## config.mk

```make
export PLATFORM = sky130hd
export DESIGN_NAME = data_mem_responder
export DESIGN_NICKNAME = d
export VERILOG_FILES = /design/src/rtl/data_mem_responder.sv
export SDC_FILE = /design/constraint.sdc
export NUM_CORES = 2
export LEC_CHECK = 0
export CAP_MARGIN = 20
export CORE_ASPECT_RATIO = 1.1
export CORE_MARGIN = 2
export CORE_UTILIZATION = 55
export CTS_CLUSTER_SIZE = 8
export DETAILED_ROUTE_END_ITERATION = 8
export PLACE_DENSITY = 0.69
export SYNTH_ARGS = -nofsm -noshare
export SYNTH_HDL_FRONTEND = slang
export SYNTH_SLANG_ARGS = --single-unit
export TNS_END_PERCENT = 10
```

## constraint.sdc

```tcl
create_clock -name clk -period 2.2 [get_ports clk]
set_input_delay 0.22 -clock clk [delete_from_list [all_inputs] [get_ports clk]]
set_output_delay 0.22 -clock clk [all_outputs]
set_load 0.005 [all_outputs]
```

## src/rtl/data_mem_responder.sv

```systemverilog
// data_mem_responder
//   Word-organised data memory for a small core, with a test mailbox that
//   watches stores into a byte-address window and latches a pass/fail
//   verdict.
//
// Ports
//   clk          single clock, all state updates on the rising edge
//   reset        asynchronous active-low reset (storage is not cleared)
//   MemWrite     store request, sampled on the rising edge
//   MemWidth     store width: 00 word, 01 half, 10 byte, 11 reserved
//   DataAdr      byte address from the core
//   WriteData    store data, LSB-aligned
//   ReadData     combinational read of the word at DataAdr (0 when out of range)
//   TestDone     mailbox verdict reached
//   TestPass     verdict is pass
//   MisalignErr  sticky flag: an illegal store was dropped
//   WriteCount   saturating count of accepted stores
module data_mem_responder #(
    parameter int unsigned DEPTH_WORDS = 64,
    parameter logic [31:0] PASS_ADDR   = 32'd100,
    parameter logic [31:0] PASS_VALUE  = 32'd25,
    parameter logic [31:0] IGNORE_ADDR = 32'd96,
    parameter logic [31:0] WIN_LO      = 32'd90,
    parameter logic [31:0] WIN_HI      = 32'd120
) (
    input  logic        clk,
    input  logic        reset,
    input  logic        MemWrite,
    input  logic [1:0]  MemWidth,
    input  logic [31:0] DataAdr,
    input  logic [31:0] WriteData,
    output logic [31:0] ReadData,
    output logic        TestDone,
    output logic        TestPass,
    output logic        MisalignErr,
    output logic [15:0] WriteCount
);

    localparam int unsigned AW = (DEPTH_WORDS > 1) ? $clog2(DEPTH_WORDS) : 1;

    typedef enum logic [1:0] {
        IDLE,
        PASS,
        FAIL
    } state_t;

    logic [31:0]   mem [DEPTH_WORDS];

    logic [1:0]    rst_sync;
    logic          active;
    logic [29:0]   word_idx;
    logic [AW-1:0] mem_idx;
    logic          in_range;
    logic          legal;
    logic [3:0]    lane_en;
    logic [31:0]   lane_data;
    logic          store_req;
    logic          accept;
    logic          illegal;
    logic          win_hit;
    state_t        state_q;
    state_t        state_d;

    // Release of reset is re-timed through two flops; stores are only
    // honoured once the second flop has seen the release.
    always_ff @(posedge clk or negedge reset) begin
        if (!reset) begin
            rst_sync <= '0;
        end else begin
            rst_sync <= {rst_sync[0], 1'b1};
        end
    end

    assign active    = rst_sync[1];
    assign word_idx  = DataAdr[31:2];
    assign mem_idx   = word_idx[AW-1:0];
    assign in_range  = ({2'b00, word_idx} < DEPTH_WORDS);
    assign store_req = MemWrite && active;
    assign accept    = store_req && legal && in_range;
    assign illegal   = store_req && !legal;
    assign win_hit   = (DataAdr > WIN_LO) && (DataAdr < WIN_HI);

    // Width decode: replicate the LSB-aligned data across all lanes so the
    // lane enables alone decide which bytes land.
    always_comb begin
        legal     = 1'b0;
        lane_en   = '0;
        lane_data = '0;
        case (MemWidth)
            2'b00: begin
                if (DataAdr[1:0] == 2'b00) begin
                    legal     = 1'b1;
                    lane_en   = 4'b1111;
                    lane_data = WriteData;
                end
            end
            2'b01: begin
                if (!DataAdr[0]) begin
                    legal     = 1'b1;
                    lane_en   = DataAdr[1] ? 4'b1100 : 4'b0011;
                    lane_data = {2{WriteData[15:0]}};
                end
            end
            2'b10: begin
                legal     = 1'b1;
                lane_en   = 4'b0001 << DataAdr[1:0];
                lane_data = {4{WriteData[7:0]}};
            end
            default: begin
                legal = 1'b0;
            end
        endcase
    end

    // Storage has no reset so its contents survive a mid-test reset.
    always_ff @(posedge clk) begin
        if (accept) begin
            for (int unsigned i = 0; i < 4; i++) begin
                if (lane_en[i]) begin
                    mem[mem_idx][8*i +: 8] <= lane_data[8*i +: 8];
                end
            end
        end
    end

    always_comb begin
        ReadData = '0;
        if (in_range) begin
            ReadData = mem[mem_idx];
        end
    end

    always_ff @(posedge clk or negedge reset) begin
        if (!reset) begin
            MisalignErr <= 1'b0;
            WriteCount  <= '0;
        end else begin
            if (illegal) begin
                MisalignErr <= 1'b1;
            end
            if (accept && (WriteCount != '1)) begin
                WriteCount <= WriteCount + 16'd1;
            end
        end
    end

    always_ff @(posedge clk or negedge reset) begin
        if (!reset) begin
            state_q <= IDLE;
        end else begin
            state_q <= state_d;
        end
    end

    // Any store into the window decides the verdict, whatever its width,
    // legality or range; the ignore address is the one exemption.
    always_comb begin
        state_d  = state_q;
        TestDone = 1'b0;
        TestPass = 1'b0;
        case (state_q)
            IDLE: begin
                if (store_req && win_hit) begin
                    if ((DataAdr == PASS_ADDR) && (WriteData == PASS_VALUE)) begin
                        state_d = PASS;
                    end else if (DataAdr == IGNORE_ADDR) begin
                        state_d = IDLE;
                    end else begin
                        state_d = FAIL;
                    end
                end
            end
            PASS: begin
                TestDone = 1'b1;
                TestPass = 1'b1;
            end
            FAIL: begin
                TestDone = 1'b1;
            end
            default: begin
                state_d = IDLE;
            end
        endcase
    end

endmodule

```

==> results.md <==
- Status: complete, but fails checks
- Failing checks: setup timing
- ANT nets after route: 0
- CTS Buf Count: slightly above 300
- CP cell instances: mux4_2 > a22oi_2 > a32oi_2 > o41a_1 > buf_2
- Synthesized area: roughly 80000 um^2
- Maximum vdd drop: slightly below 900 uV
- Cell Int Power: between 70 and 80 mW
- DRT iter0 DRCs: approximately 6700
- FF-to-FF path depth: 7
- CTS tree: yes
- Count of final setup violators: 40
- Worst Path Max Fanout: 1
- Share of layout cells above drive strength 1: 0.3905
- Worst path max stage delay: roughly 0.54 ns
- Final Hold Fails: 0
- Clk slew on worst S/H paths: around 0.05 ns
- Dpl cell area: about 93000 um^2
- Drt first pass iters: 6
- DRC viols: 0
- Die width: approximately 370 um
- Hold Crit Depth: 5
- Largest net degree at the start of global routing: between 60 and 70
- Hold WC Path Type: in2reg
- CTS Root Cell: clkbuf_16
- Nets@finish: roughly 5400
- Startpoint types: register
- Setup slack, reg-to-reg: about 0.080 ns
- GRT Residual Overflow: 0
- Critical Path AT: about 2.8 ns
- Synthesis-stage register bit count: 2069
- Combinational power share: 0.059
- Boundary Pins: 120
- Most common cell in the netlist: edfxtp_1
- Switch share: 0.2089
- Crit path from: mem[43][30]
- Pre-CTS setup slack: -1.594 ns
- Synth area leader: edfxtp_1
- Die area: 151500 um^2
- Worst path top cell family by delay: compound AO/OA/AOI/OAI gates
- Total power: approximately 89 mW
- Syn_nets: between 4000 and 5000
- Termination of the worst setup path: ReadData[30]
- Asr flop ratio synth: 0.01015
- CTS H-tree depth: 5
- # clock sinks: 2069
- Global-route wire length before repair: approximately 340000 um
- WL/cell: between 30 and 40 um
- Reg-to-Reg End: mem[17][9]
- Area delta synth->final: 25.21%
- Max-slew violations: 0
- Synth area leaders: edfxtp_1 (75%), mux4_2 (11%), nor2_1 (1.7%)
- Worst slew pin tran: 0.6924 ns
- Buf/Inv on CP: 1
- Sequential fraction of design power: 0.489
- Post-synth top flop: edfxtp_1
- Setup WS post-layout: -0.8090 ns
- Site Rows: 148
- Crit Path Category: reg2out
- Top cells by count, synth: edfxtp_1 (2048), mux4_2 (382), nor2_1 (378), nand2_1 (219), mux2i_1 (137)
- Vias/cell: approximately 6.6
- Post-layout util: 0.6923
- Max Clock Skew: slightly below 0.04 ns
- Maxcap violations: 0
- Yosys top cell area share: 0.7537
- YS warnings: 0
- Detailed placement HPWL: approximately 160000 um
- Detailed-route via count: around 48000
- Max layer used: met5
- Clock buffer depth: 4
- CP max-delay cell: mux4_2
- Slew margin rel.: 0.5372
- Die height: around 410 um
- CP Capture Type: output pin
- Metal3 WL: roughly 30000 um
- Clock latency on the worst-skew pair: roughly 0.91 ns
- Post-synthesis cell type count: between 70 and 80
- NetSw: about 19 mW
- DRT Wirelength: between 200000 and 250000 um
- WL met1: between 80000 and 90000 um
- RSZ-0062 raised after global routing: true
- TNS Setup: -20.76 ns
- Core ar.: roughly 150000 um^2
- Sequential area share after synthesis: 0.7601
- Initial Utilization: 0.5529
- Leak: 36.31 nW
- Post-Synthesis Cells: 4181
- FMAX: 0.3323 GHz
- R2r startpoint: rst_sync[1]
- Period utilization: 1.368
- Post-synth EDFFs: just over 2000
- Vias in the first global route: 48290
- Critical Path RT: ~2 ns
- Period minus WS final: 3.009 ns
- Clock network power share: 0.452
- Syn avg cell area: 19.52 um^2
- Global-route usage over all layers: 0.3221
- Cell Pwr Density: a little under 900 nW/um^2
- GP Congestion: roughly 1
- Post-route cell area: just over 100000 um^2
- Stages on the worst setup path: 5
- Antenna violations before repair: 8
- Port bufs: about 120
- Met2 wire length: 113300 um
-- layout by cell type (no fill, tap or decap), drive strengths merged, types with 23 or more instances in the layout --
cell,Yosys,final
nor2,380,380
a21oi,103,103
o21ai,43,43
o22ai,54,54
edfxtp,2048,2048
mux2,84,84
buf,186,976
mux2i,137,137
nand3,32,32
a22oi,31,31
a211oi,48,48
clkbuf,72,334
mux4,393,393
a221oi,43,43
nor4,23,23
clkdlybuf4s50,0,67
nand2,219,219
-- how the worst min path moves through the flow --
stage / start / to
after floorplan: reset / MisalignErr
after global placement: rst_sync[0] / rst_sync[1]
after detailed placement: rst_sync[0] / rst_sync[1]
after CTS: MemWrite / MisalignErr
after global routing: MemWrite / MisalignErr
final: MemWrite / MisalignErr
-- power groups by stage --
stage | sequential [mW] | combinational [mW] | clock [mW]
2_1_floorplan | 44.4 | 2.33 | 0
3_3_place_gp | 44.3 | 4.74 | 0
3_5_place_dp | 44.3 | 4.82 | 0
4_1_cts | 43.6 | 5.08 | 40.6
5_1_grt | 43.6 | 5.39 | 42.2
6_report | 43.6 | 5.23 | 40.3
-- registers in the layout, summed over array words and instances (netlist names) --
name	count
state_q	2
WriteCount	16
mem	2048
rst_sync	2
MisalignErr	1
-- metal layers --
| layer | GRT usage | up-vias |
|---|---|---|
| li1 | - | 19180 |
| met1 | 0.4288 | 24510 |
| met2 | 0.4915 | 3516 |
| met3 | 0.08303 | 647 |
| met4 | 0.1728 | 6 |
| met5 | 0 | - |
-- worst min-delay path, stage by stage --
cell and delay [ns]:
clkdlybuf4s50_1 0.46, nand2_1 0.07, inv_1 0.08, buf_4 0.10, a21o_1 0.11
-- through the flow --
stage | cells | hold slack (ns)
2_1_floorplan | 4181 | -0.07559
4_1_cts | 7278 | 0.1214
6_report | 7279 | 0.1705
5_1_grt | 7276 | 0.1759
3_5_place_dp | 6950 | 0.3442
3_3_place_gp | 6949 | 0.3376
-- cell type report --
type | instances | area (um^2)
Sequential cell | 2069 | 62020
Fill cell | 8866 | 45410
Multi-Input combinational cell | 1847 | 19700
Timing Repair Buffer | 1060 | 10000
Clock buffer | 334 | 7890
Tap cell | 1950 | 2440
Clock inverter | 9 | 81.33
Inverter | 7 | 36.28
Antenna cell | 3 | 7.507
-- logic make-up after synthesis --
family	Yosys count	share of synthesized area
compound gates	432	0.03689
buf+inv	265	0.02110
other cells	1	0.00004596
mux	614	0.1374
simple gates	781	0.04232
xor+xnor	16	0.001717
flops	2069	0.7601
fa+ha+maj	3	0.0004600
-- timing repair --
action                     in CTS  in global routing
gates resized for setup       443                 85
hold endpoints to repair       21                  0
hold buffers                    1                  0
pin swaps                     149                 48
setup buffers                  14                  3
cloned                          1                  0
setup endpoints to repair    1059               1079
No activity file was read; power rests on OpenSTA's default activity.
